## config.mk

```make
export PLATFORM = sky130hd
export DESIGN_NAME = alu_share_arbiter
export DESIGN_NICKNAME = d
export VERILOG_FILES = /design/src/rtl/alu_pkg.sv /design/src/rtl/rr_arbiter.sv /design/src/rtl/alu_share_arbiter.sv
export SDC_FILE = /design/constraint.sdc
export NUM_CORES = 1
export LEC_CHECK = 0
export CAP_MARGIN = 20
export CORE_AREA = 2 2 164 166
export DETAILED_ROUTE_END_ITERATION = 8
export DIE_AREA = 0 0 166 168
export GPL_ROUTABILITY_DRIVEN = 0
export MAX_ROUTING_LAYER = met4
export PLACE_DENSITY = 0.64
export SKIP_CTS_REPAIR_TIMING = 1
export SLEW_MARGIN = 25
export SYNTH_ARGS = -nofsm -noshare
export SYNTH_HDL_FRONTEND = slang
export SYNTH_HIERARCHICAL = 1
export SYNTH_SLANG_ARGS = --single-unit
```

## constraint.sdc

```tcl
create_clock -name clk -period 6.98 [get_ports clk]
set_input_delay 1.396 -clock clk [delete_from_list [all_inputs] [get_ports clk]]
set_output_delay 1.396 -clock clk [all_outputs]
set_load 0.02 [all_outputs]
```

## src/rtl/alu_pkg.sv

```systemverilog
// alu_pkg: shared ALU opcodes, data width and arbiter state encoding
package alu_pkg;
  localparam int DATA_W = 32;
  localparam logic [4:0] OP_ADD = 5'b00000;
  localparam logic [4:0] OP_SUB = 5'b00001;
  localparam logic [4:0] OP_MUL = 5'b00010;
  localparam logic [4:0] OP_DIV = 5'b00011;
  localparam logic [4:0] OP_AND = 5'b00101;
  localparam logic [4:0] OP_OR = 5'b00110;
  localparam logic [4:0] OP_XOR = 5'b00111;
  localparam logic [4:0] OP_WORD = 5'b10100;
  localparam logic [4:0] OP_IDLE = 5'b11111;
  typedef enum logic [1:0] {ST_IDLE, ST_ISSUE, ST_WAIT, ST_RESP} state_e;
endpackage

```

## src/rtl/rr_arbiter.sv

```systemverilog
// rr_arbiter: circular first-set search starting at ptr, one-hot grant plus index
module rr_arbiter #(
  parameter int N = 4,
  localparam int IW = $clog2(N)
) (
  input  logic [N-1:0]  req,
  input  logic [IW-1:0] ptr,
  output logic [N-1:0]  grant,
  output logic [IW-1:0] idx
);
  logic [IW-1:0] j;
  always_comb begin
    grant = '0;
    idx = '0;
    j = '0;
    for (int k = N - 1; k >= 0; k--) begin
      j = IW'((int'(ptr) + k) % N);
      if (req[j]) begin
        grant = '0;
        grant[j] = 1'b1;
        idx = j;
      end
    end
  end
endmodule

```

## src/rtl/alu_share_arbiter.sv

```systemverilog
// alu_share_arbiter: round-robin sharing of one ALU with registered operands and tagged responses
module alu_share_arbiter import alu_pkg::*; #(
  parameter int NUM_REQ = 4,
  parameter int DATA_W = alu_pkg::DATA_W,
  parameter int SEL_W = 5,
  parameter logic [SEL_W-1:0] IDLE_SEL = OP_IDLE,
  parameter int TIMEOUT = 4,
  localparam int ID_W = $clog2(NUM_REQ)
) (
  input  logic                      clk,
  input  logic                      reset,
  input  logic [NUM_REQ-1:0]        req_valid,
  output logic [NUM_REQ-1:0]        req_ready,
  input  logic [NUM_REQ*DATA_W-1:0] req_a,
  input  logic [NUM_REQ*DATA_W-1:0] req_b,
  input  logic [NUM_REQ*SEL_W-1:0]  req_sel,
  output logic                      resp_valid,
  input  logic                      resp_ready,
  output logic [ID_W-1:0]           resp_id,
  output logic [DATA_W-1:0]         resp_data,
  output logic                      resp_zero,
  output logic                      resp_err,
  output logic [DATA_W-1:0]         alu_a,
  output logic [DATA_W-1:0]         alu_b,
  output logic [SEL_W-1:0]          alu_sel,
  input  logic [DATA_W-1:0]         alu_out,
  input  logic                      alu_complete,
  output logic                      busy
);
  localparam int CNT_W = $clog2(TIMEOUT + 1);
  state_e state_q, state_d;
  logic [ID_W-1:0] ptr_q, ptr_d, id_q, id_d, gidx;
  logic [NUM_REQ-1:0] grant;
  logic [DATA_W-1:0] a_q, a_d, b_q, b_d, data_q, data_d;
  logic [SEL_W-1:0] sel_q, sel_d;
  logic [CNT_W-1:0] cnt_q, cnt_d;
  logic zero_q, zero_d, err_q, err_d;
  rr_arbiter #(.N(NUM_REQ)) u_rr (
    .req(req_valid),
    .ptr(ptr_q),
    .grant(grant),
    .idx(gidx)
  );
  assign req_ready = (state_q == ST_IDLE && !reset) ? grant : '0;
  assign resp_valid = state_q == ST_RESP;
  assign busy = state_q != ST_IDLE;
  assign resp_id = id_q;
  assign resp_data = data_q;
  assign resp_zero = zero_q;
  assign resp_err = err_q;
  assign alu_a = a_q;
  assign alu_b = b_q;
  assign alu_sel = sel_q;
  always_comb begin
    state_d = state_q;
    ptr_d = ptr_q;
    id_d = id_q;
    a_d = a_q;
    b_d = b_q;
    sel_d = sel_q;
    cnt_d = cnt_q;
    data_d = data_q;
    zero_d = zero_q;
    err_d = err_q;
    case (state_q)
      ST_IDLE: if (|req_valid) begin
        id_d = gidx;
        a_d = req_a[gidx*DATA_W +: DATA_W];
        b_d = req_b[gidx*DATA_W +: DATA_W];
        sel_d = req_sel[gidx*SEL_W +: SEL_W];
        state_d = ST_ISSUE;
      end
      ST_ISSUE: begin
        cnt_d = '0;
        state_d = ST_WAIT;
      end
      ST_WAIT: begin
        cnt_d = cnt_q + 1'b1;
        if (alu_complete) begin
          data_d = alu_out;
          zero_d = alu_out == '0;
          err_d = 1'b0;
          state_d = ST_RESP;
        end else if (cnt_q == CNT_W'(TIMEOUT - 1)) begin
          data_d = '1;
          zero_d = 1'b0;
          err_d = 1'b1;
          state_d = ST_RESP;
        end
      end
      ST_RESP: if (resp_ready) begin
        sel_d = IDLE_SEL;
        ptr_d = (id_q == ID_W'(NUM_REQ - 1)) ? '0 : id_q + 1'b1;
        state_d = ST_IDLE;
      end
      default: state_d = ST_IDLE;
    endcase
  end
  always_ff @(posedge clk) begin
    if (reset) begin
      state_q <= ST_IDLE;
      ptr_q <= '0;
      id_q <= '0;
      a_q <= '0;
      b_q <= '0;
      sel_q <= IDLE_SEL;
      cnt_q <= '0;
      data_q <= '0;
      zero_q <= 1'b0;
      err_q <= 1'b0;
    end else begin
      state_q <= state_d;
      ptr_q <= ptr_d;
      id_q <= id_d;
      a_q <= a_d;
      b_q <= b_d;
      sel_q <= sel_d;
      cnt_q <= cnt_d;
      data_q <= data_d;
      zero_q <= zero_d;
      err_q <= err_d;
    end
  end
endmodule

```

; Word level (Yosys, flattened, before mapping)
; Cells that the tools add are included.
; W data, S select, Z words.
[totals]
output_inout_bits = 111
reg_bits = 112
word_cells = 94
inputBits = 316
[op_classes]
muxes = 41
shift = 3
n_mul = 1
reduce_logical = 18
addsub = 5
n_eq_ne = 8
order_cmp = 8
[op_table]
columns = cell, count
row1 = $shiftx A128 B8 Y32, 2
row2 = $mux W32, 2
row3 = $logic_not A32 Y1, 1
row4 = $mux W4, 5
row5 = $shiftx A20 B6 Y5, 1
row6 = $mux W2, 9
row7 = $lt A2 B3 Y1 const B, 4
row8 = $mux W1, 12
row9 = $mux W5, 2
row10 = $pmux W5 S2, 1
row11 = $bmux W1 S2, 4
row12 = $demux W1 S2, 4
row13 = $ge A2 B1 Y1 const B, 4
row14 = $pmux W2 S4, 1
row15 = $reduce_bool A2 Y1, 4
row16 = $eq A2 B2 Y1 const B, 3
row17 = $pmux W3 S2, 1
row18 = $reduce_and A2 Y1, 3
row19 = $reduce_and A3 Y1, 2
row20 = $logic_and A1 B1 Y1, 5
row21 = $mul A2 B3 Y5 const B, 1
row22 = $add A2 B1 Y2 const B, 2
row23 = $add A2 B2 Y2 const B, 2
row24 = $ne A2 B1 Y1 const B, 2
row25 = 7 further kinds, 7

; Logic depth before layout (Yosys ltp)
; Gate-level depths: netlist of run 1.
[logic_depth]
word_depth = 11
depth_mapped = 13
ltp_nobuf = 9

; Hierarchy
; Netlist of run 1, hierarchy kept.
[modules_own_cells]
columns = module, n_inst, cells_each, area_per_inst_um2
row1 = alu_share_arbiter, 1, 593, 5759.3
row2 = rr_arbiter, 1, 60, 490.5

; Worst setup path before layout of run 1
; No wires, ideal clock.
[synth_timing]
path_type = input port to output port
startpoint = input port req_valid[2]
endpoint = output port req_ready[2]
setup_slack_ns = 2.696
path_stages = 5
arrival_time_ns = 2.888
cell_sequence = mux4_2 -> or4_1 -> a21o_1 -> o211ai_1 -> and2_1
[synth_via]
elab_chain_len = 7
word_cells_on_any_way = 13
classes_between = 13 x mux
[synth_lines]
columns = item, line_no
row1 = start: declaration, alu_share_arbiter.sv:12  ; input logic [NUM_REQ-1:0] req_valid,
row2 = $bmux W1 S2, rr_arbiter.sv:18  ; if (req[j]) begin
row3 = $mux W1 (implied by the code), rr_arbiter.sv:18
row4 = $mux W4 (3 in a row), rr_arbiter.sv:18
row5 = $mux W4 (*), rr_arbiter.sv:18
row6 = via grant[2], alu_share_arbiter.sv:33  ; logic [NUM_REQ-1:0] grant;
row7 = $mux W4 (*), alu_share_arbiter.sv:44  ; assign req_ready = (state_q == ST_IDLE && !reset) ? grant : '0;
row8 = end: declaration, alu_share_arbiter.sv:13  ; output logic [NUM_REQ-1:0] req_ready,
; Mark *: on every way through the listed nets, which the timed path passes. The rest lies on a longest branch. The select of a mux whose other input is x is not followed.

; Worst setup path after layout of run 1
[layout_timing]
startpoint = input port req_valid[3]
endpoint = output port req_ready[2]
; Same word-level chain as after synthesis.

==> results of run 1 <==
## cell type report
type                            instances  area share [%]
Clock buffer                            9            2.03
Clock inverter                          7           0.948
Inverter                                7           0.237
Multi-Input combinational cell        483            33.7
Sequential cell                       112            20.2
Tap cell                              341            3.85
Timing Repair Buffer                  432            39.0
## worst max-delay path: stages
cell             delay (ns)
clkdlybuf4s50_1        0.56
mux4_2                 0.61
or4_1                  0.53
a21o_1                 0.18
o211ai_1               0.09
and2_1                 0.16
clkdlybuf4s50_1        0.61
## state kept, by name, summed over array words and instances (netlist names)
signal	cells
alu_a	32
alu_b	32
alu_sel	5
cnt_q	3
ptr_q	2
resp_data	32
resp_err	1
resp_id	2
resp_zero	1
state_q	2
## path summary, 6_finish.rpt
kind                                endpoint  slack (ns)  depth (start not counted)
worst max register to register      alu_b[0]        3.25                          9
worst min register to register     alu_b[26]        0.45                          2
worst max-delay path            req_ready[2]        1.45                          7
worst min-delay path               alu_b[26]        0.45                          2
## Yosys cell counts, drive strengths merged (3+ instances only)
library cell	n	share of area [%]
nand2	137	8.2
dfxtp	112	36
nor2	76	4.6
a21oi	73	5.8
mux4	71	26
nor3	34	2.7
buf	31	3.4
clkbuf	20	1.2
ha	15	3.0
nor4	9	1.1
inv	7	0.42
nand3	6	0.48
nand4	5	0.50
o22a	5	0.70
and2	4	0.40
mux2i	4	0.64
nand2b	4	0.40
nor2b	4	0.40
a22oi	3	0.36
a31oi	3	0.30
mux2	3	0.54
o21ai	3	0.24
## routing by layer
| metal | GRT usage, % | up-vias | share of wire (%) |
|---|---|---|---|
| li1 | - | 3129 | - |
| met2 | 29.8 | 270 | 51 |
| met1 | 19.0 | 3039 | 39 |
| met3 | 4.61 | 35 | 7.4 |
| met5 | - | - | 0 |
| met4 | 4.88 | 0 | 2.0 |
## stage by stage
stage | total power, mW | utilization (%)
after floorplan | 1.79 | -
after global placement | 2.46 | 40.8
after detailed placement | 2.48 | 40.8
after CTS | 3.05 | 42.1
after global routing | 3.19 | 42.1
final | 2.99 | 42.1
## logic make-up after synthesis
group	Yosys count	synth area share [%]
AOI/OAI and AO/OA	100	9.09
adders and majority gates	15	3.00
buffers and inverters	58	5.01
DFF	112	35.9
muxes	78	26.8
and+or+nand+nor	290	20.2
## report_power, final
| group | total, mW | switching, mW | internal (mW) |
|---|---|---|---|
| clock network | 0.557 | 0.267 | 0.291 |
| registers | 0.892 | 0.0891 | 0.803 |
| logic | 1.54 | 0.805 | 0.735 |
| total | 2.99 | 1.16 | 1.83 |
==> results.md, run 1 <==
- The y dimension of the die is 168 um.
- The number of flip-flops and latches in the synthesized netlist is 112.
- The area added between synthesis and finish is 77.4%.
- The later pin in the worst-skew pair is clocked with a latency of 0.35 ns.
- The net count of the finished layout is 1376.
- The number of inserted diodes is 0.
- The wire length per cell after detailed routing is 17.2 um.
- The run finished with clean final reports.
- The fill cell total of the finished layout is 2579.
- For this run, the leading register cell type out of synthesis is dfxtp_1.
- Buffers inserted during clock tree synthesis total 9.
- Entering global routing, the biggest net connects 71 pins.
- For this run, asynchronously set or reset flops after synthesis account for 0%.
- Registers take 2240 um^2.
- The number of global-route vias before repair is 6494.
- The period utilization is 79.3%.
- The clock tree root driver cell is clkbuf_16.
- Max-cap violations in this run came to 0.
- In this run the worst hold path is classified as reg -> reg.
- The leakage power of the design is 3.90 nW.
- The first global-routing pass estimated 36200 um of wire.
- Counting every sink on the clock net gives 112.
- The initial antenna violation count is 0.
- The final-report hold violation count is 0.
- Detailed placement ended at an HPWL of 18800 um.
- The critical path in this run is classified as in -> out.
- Once placement completed, the tool counted placed cells totaling 1375.
- After detailed routing, the total wire length is 23900 um.
- The starting utilization of the core area is 23.7%.
- The summed negative setup slack over all endpoints is 0 ns.
- In the final layout, the share of cells above drive strength 1 is 10.4%.
- The region available for standard cell placement spans 26400 um^2.
- The tightest hold path in the finished design has a slack of 0.454 ns.
- The top fanout value on the critical path is 9.
- The area of all placed cells without fillers is 11100 um^2.
- VDD sags by at most 0.147 mV.
- Clock-pin slew was measured on the worst setup and hold paths at 0.07 ns.
- The worst setup path is launched from an input pin.
- The worst hold path startpoint is alu_b[26].
- For this run, the top clock speed supported by timing is 0.181 GHz.
- Leaving out fill and tap cells, the most frequent cells in the layout are 425 x clkdlybuf4s50_1, 136 x nand2_1, 112 x dfxtp_1.
- The maximum root-to-sink buffer count is 2.
- After synthesis, the netlist uses 47 different library cells.
- The detailed-route vias per instance is 4.65.
- For this design the ratio of total power to cell area is 270 nW/um^2.
- The number of DRC violations after detailed routing is 0.
- The worst pin sits at a relative slew slack of 35.6%.
- The area after detailed placement is 10800 um^2.
- Synthesis produced a netlist with a net count of 984.
- The number of setup violations in the final report is 0.
- The routed layout has 6473 vias.
- The mapped cell area is 6250 um^2.
- Leaving out fill and tap cells, the most frequent cell in the layout is clkdlybuf4s50_1.
- The worst clock skew on the final layout is 0.00725 ns.
- TritonCTS built the clock tree.
- The most critical setup path has its startpoint at req_valid[3].
- Summed over all layers, the global routing overflow is 0.
- The data arrival time of the critical path is 4.14 ns.
- From left edge to right edge, the die measures 166 um.
- The count of synthesis-stage warnings from yosys is 6.
- Setup repair after global routing left no endpoint under its margin.
- The standard-cell row count is 60.
- For this design the top-level I/O count stands at 427.
- The startpoint identified for the worst register-to-register timing path is ptr_q[0].
- The violation count after the first detailed-route iteration is 291.
- The floorplan step defined a die boundary enclosing 27900 um^2.
- The overall routing resource usage is 17.0%.
- Once layout is complete, the cells apart from fillers number 1391.
- The fraction of the yosys area taken by sequential cells is 35.9%.
- The H-tree was split into 3 levels.
- The count of input and output buffers is 426.
- The synthesized area per cell is 9.57 um^2.
- The max-slew violation count came to 0.
- The count of flip-flops with a built-in enable after synthesis is 0.
- STA classifies the critical path endpoint as an output pin.
- The count of antenna-violating nets left after detailed routing is 0.
- The required time of the worst setup path is 5.58 ns.
- The worst slack at placement is 1.46 ns.
- The minimum clock period after layout is 5.53 ns.
- The combined area of the multi-input logic cells is 3740 um^2.
- The first detailed-routing pass took 4 iterations.
- At the pin with the least slew margin, the transition time is 0.967 ns.
- The number of instances in the synthesized netlist is 653.
- Setup slack on the critical path of the routed design comes to 1.45 ns.
No activity file was read; power rests on OpenSTA's default activity.
==> run 2: changes to the inputs <==
--- a/config.mk
+++ b/config.mk
@@ -6,9 +6,9 @@
 export NUM_CORES = 1
 export LEC_CHECK = 0
 export CAP_MARGIN = 20
-export CORE_AREA = 2 2 164 166
+export CORE_AREA = 2 2 168 170
 export DETAILED_ROUTE_END_ITERATION = 8
-export DIE_AREA = 0 0 166 168
+export DIE_AREA = 0 0 170 172
 export GPL_ROUTABILITY_DRIVEN = 0
 export MAX_ROUTING_LAYER = met4
 export PLACE_DENSITY = 0.64
==> constraint.sdc (replaced) <==
create_clock -name clk -period 5 [get_ports clk]
set_input_delay 1 -clock clk [delete_from_list [all_inputs] [get_ports clk]]
set_output_delay 1 -clock clk [all_outputs]
set_load 0.02 [all_outputs]
==> results.md, run 2 (same netlist as run 1, synthesis figures left out) <==
- The flow ran to the end, and the final reports show no timing, DRC or antenna violations.
- The areal power density over the cells was 374 nW/um^2 (+39%).
- The worst flop-to-flop path startpoint is ptr_q[0].
- The worst hold path belongs to the class reg -> reg.
- The maximum level of the CTS H-tree is 3 (unchanged).
- The number of DRC violations after detailed routing came to 0 (unchanged).
- The detailed-route via count is 6560 (+1.3%).
- The total global routing overflow is 0 (unchanged).
- The first-pass GRT wire length came to 36600 um (+1.1%).
- The count of pins on the block boundary is 427 (unchanged).
- The required time of the worst setup path is 4.00 ns (-1.58 ns).
- The number of buffers created by CTS is 9 (unchanged).
- The max-slew violation count is 0 (unchanged).
- The area added between synthesis and finish is 79.1%.
- The tree is rooted in a clkbuf_16.
- The HPWL after detailed placement is 20100 um (+7.0%).
- The wire length per cell after detailed routing is 17.8 um (+3.4%).
- The worst supply voltage drop on vdd is 0.176 mV (+20%).
- The data arrival time of the critical path is 3.52 ns (-0.62 ns).
- The number of detailed-route iterations in the first pass is 5 (+1).
- The final net count was 1388 (+0.87%).
- The period utilization is 90.4%.
- STA classifies the critical path startpoint as an input pin.
- The overall die area is 29200 um^2 (+4.8%).
- The area inside the core boundary is 27500 um^2 (+4.3%).
- The overall routing resource usage is 16.9% (-0.084 points).
- TritonCTS built the clock tree.
- The top fanout value on the critical path is 8 (-1).
- The transition time at the pin with the least slew margin is 0.810 ns (-0.157 ns).
- The count of input and output buffers is 426 (unchanged).
- The violation count after the first detailed-route iteration came to 284 (-2.4%).
- The max-cap check violation count is 0 (unchanged).
- The max-slew headroom at the worst pin was 45.8% (+10 points).
- For this run, the top clock speed supported by timing is 0.221 GHz.
- The number of setup violations in the final report is 0 (unchanged).
- Setup repair after global routing left no endpoint under its margin.
- The minimum clock period after layout is 4.52 ns.
- The worst setup path is captured at an output pin.
- The worst clock skew on the final layout is 0.00683 ns (-0.000416 ns).
- The proportion of layout cells with a drive suffix above 1 is 11.3% (+0.93 points).
- The final total power came to 4.19 mW (+40%).
- The library cell used most frequently in the layout, excluding fill and tap cells, is clkdlybuf4s50_1.
- The total clock sinks came to 112 (unchanged).
- The source-to-sink clock delay at the later pin of the worst-skew pair is 0.35 ns (about the same).
- The starting utilization of the core area is 22.7% (-0.97 points).
- In the layout the commonest cells are 425 x clkdlybuf4s50_1, 136 x nand2_1, 112 x dfxtp_1.
- The initial antenna violation count came to 1 (+1).
- The summed negative setup slack over all endpoints is 0 ns (unchanged).
- The maximum root-to-sink buffer count is 2 (unchanged).
- The fill cell total of the finished layout is 2728 (+5.8%).
- The count of antenna-violating nets left after detailed routing came to 0 (unchanged).
- The clock input transition at the sequential cells of the worst setup and hold paths is 0.07 ns (about the same).
- The type of the setup path with the least slack is in -> out.
- The most critical setup path has its startpoint at req_valid[2].
- The total wire length after detailed routing came to 25000 um (+4.6%).
- The leakage power of the design was 3.95 nW (+1.4%).
- The standard-cell row count was 61 (+1.7%).
- The number of global-route vias before repair is 6537 (+0.66%).
- The pin count of the biggest net entering global routing is 62 (-13%).
- The width of the die was 170 um (+2.4%).
- The worst hold path startpoint is alu_b[16].
- The detailed-route vias per instance is 4.66 (+0.12%).
- The final-report hold violation count is 0 (unchanged).
- The y dimension of the die is 172 um (+2.4%).
[run 2: report_power, final]
group / switching, mW / internal (mW)
combinational: 1.14 / 1.06
clock: 0.347 / 0.389
sequential: 0.126 / 1.12
total: 1.61 / 2.57
[run 2: final timing paths]
check | end | slack [ns] | depth (start not counted)
worst max-delay path | req_ready[2] | 0.48 | 7
worst min-delay path | alu_b[16] | 0.45 | 2
worst max register to register | alu_b[7] | 1.63 | 9
worst min register to register | alu_b[16] | 0.45 | 2
[run 2: per-stage QoR]
step	cell area [um^2]	worst slack (ns)	hold slack (ns)	utilization (%)	std cells
after detailed placement	10900	0.463	0.446	39.7	1392
final	11200	0.478	0.454	40.7	1408
after global routing	11200	0.384	0.469	40.7	1408
after global placement	10900	0.462	0.441	39.7	1392
after floorplan	6250	1.51	0.449	-	653
after CTS	11200	0.463	0.457	40.7	1407
[run 2: per-layer routing]
metal | GRT usage (%) | routed length (um) | vias up
li1 | - | - | 3160
met1 | 18.8 | 9880 | 3134
met2 | 30.6 | 13400 | 251
met3 | 4.51 | 1550 | 15
met4 | 3.23 | 185 | 0
met5 | - | 0 | -
[run 2: layout make-up]
class / instances / area (um^2) / area share, %
repair buffers: 444 / 4460 / 39.8
clock inverters: 6 / 67.6 / 0.603
flip-flops and latches: 112 / 2240 / 20.0
clock buffers: 9 / 225 / 2.01
multi-input cells: 483 / 3740 / 33.4
inverters: 7 / 26.3 / 0.235
diodes: 1 / 2.50 / 0.0224
well taps: 346 / 433 / 3.87
[run 2: worst max-delay path: stages]
cell             delay, ns
clkdlybuf4s50_1       0.41
mux4_2                0.57
or4_1                 0.53
a21o_1                0.17
o211ai_1              0.06
and2_1                0.15
clkdlybuf4s50_1       0.63
==> run 3: changes to the inputs <==
--- a/config.mk
+++ b/config.mk
@@ -12,6 +12,7 @@
 export GPL_ROUTABILITY_DRIVEN = 0
 export MAX_ROUTING_LAYER = met4
 export PLACE_DENSITY = 0.64
+export SETUP_SLACK_MARGIN = 0.05
 export SKIP_CTS_REPAIR_TIMING = 1
 export SLEW_MARGIN = 25
 export SYNTH_ARGS = -nofsm -noshare
==> results of run 3 <==
No change in the layout: final DEF, timing and power equal those of run 2.
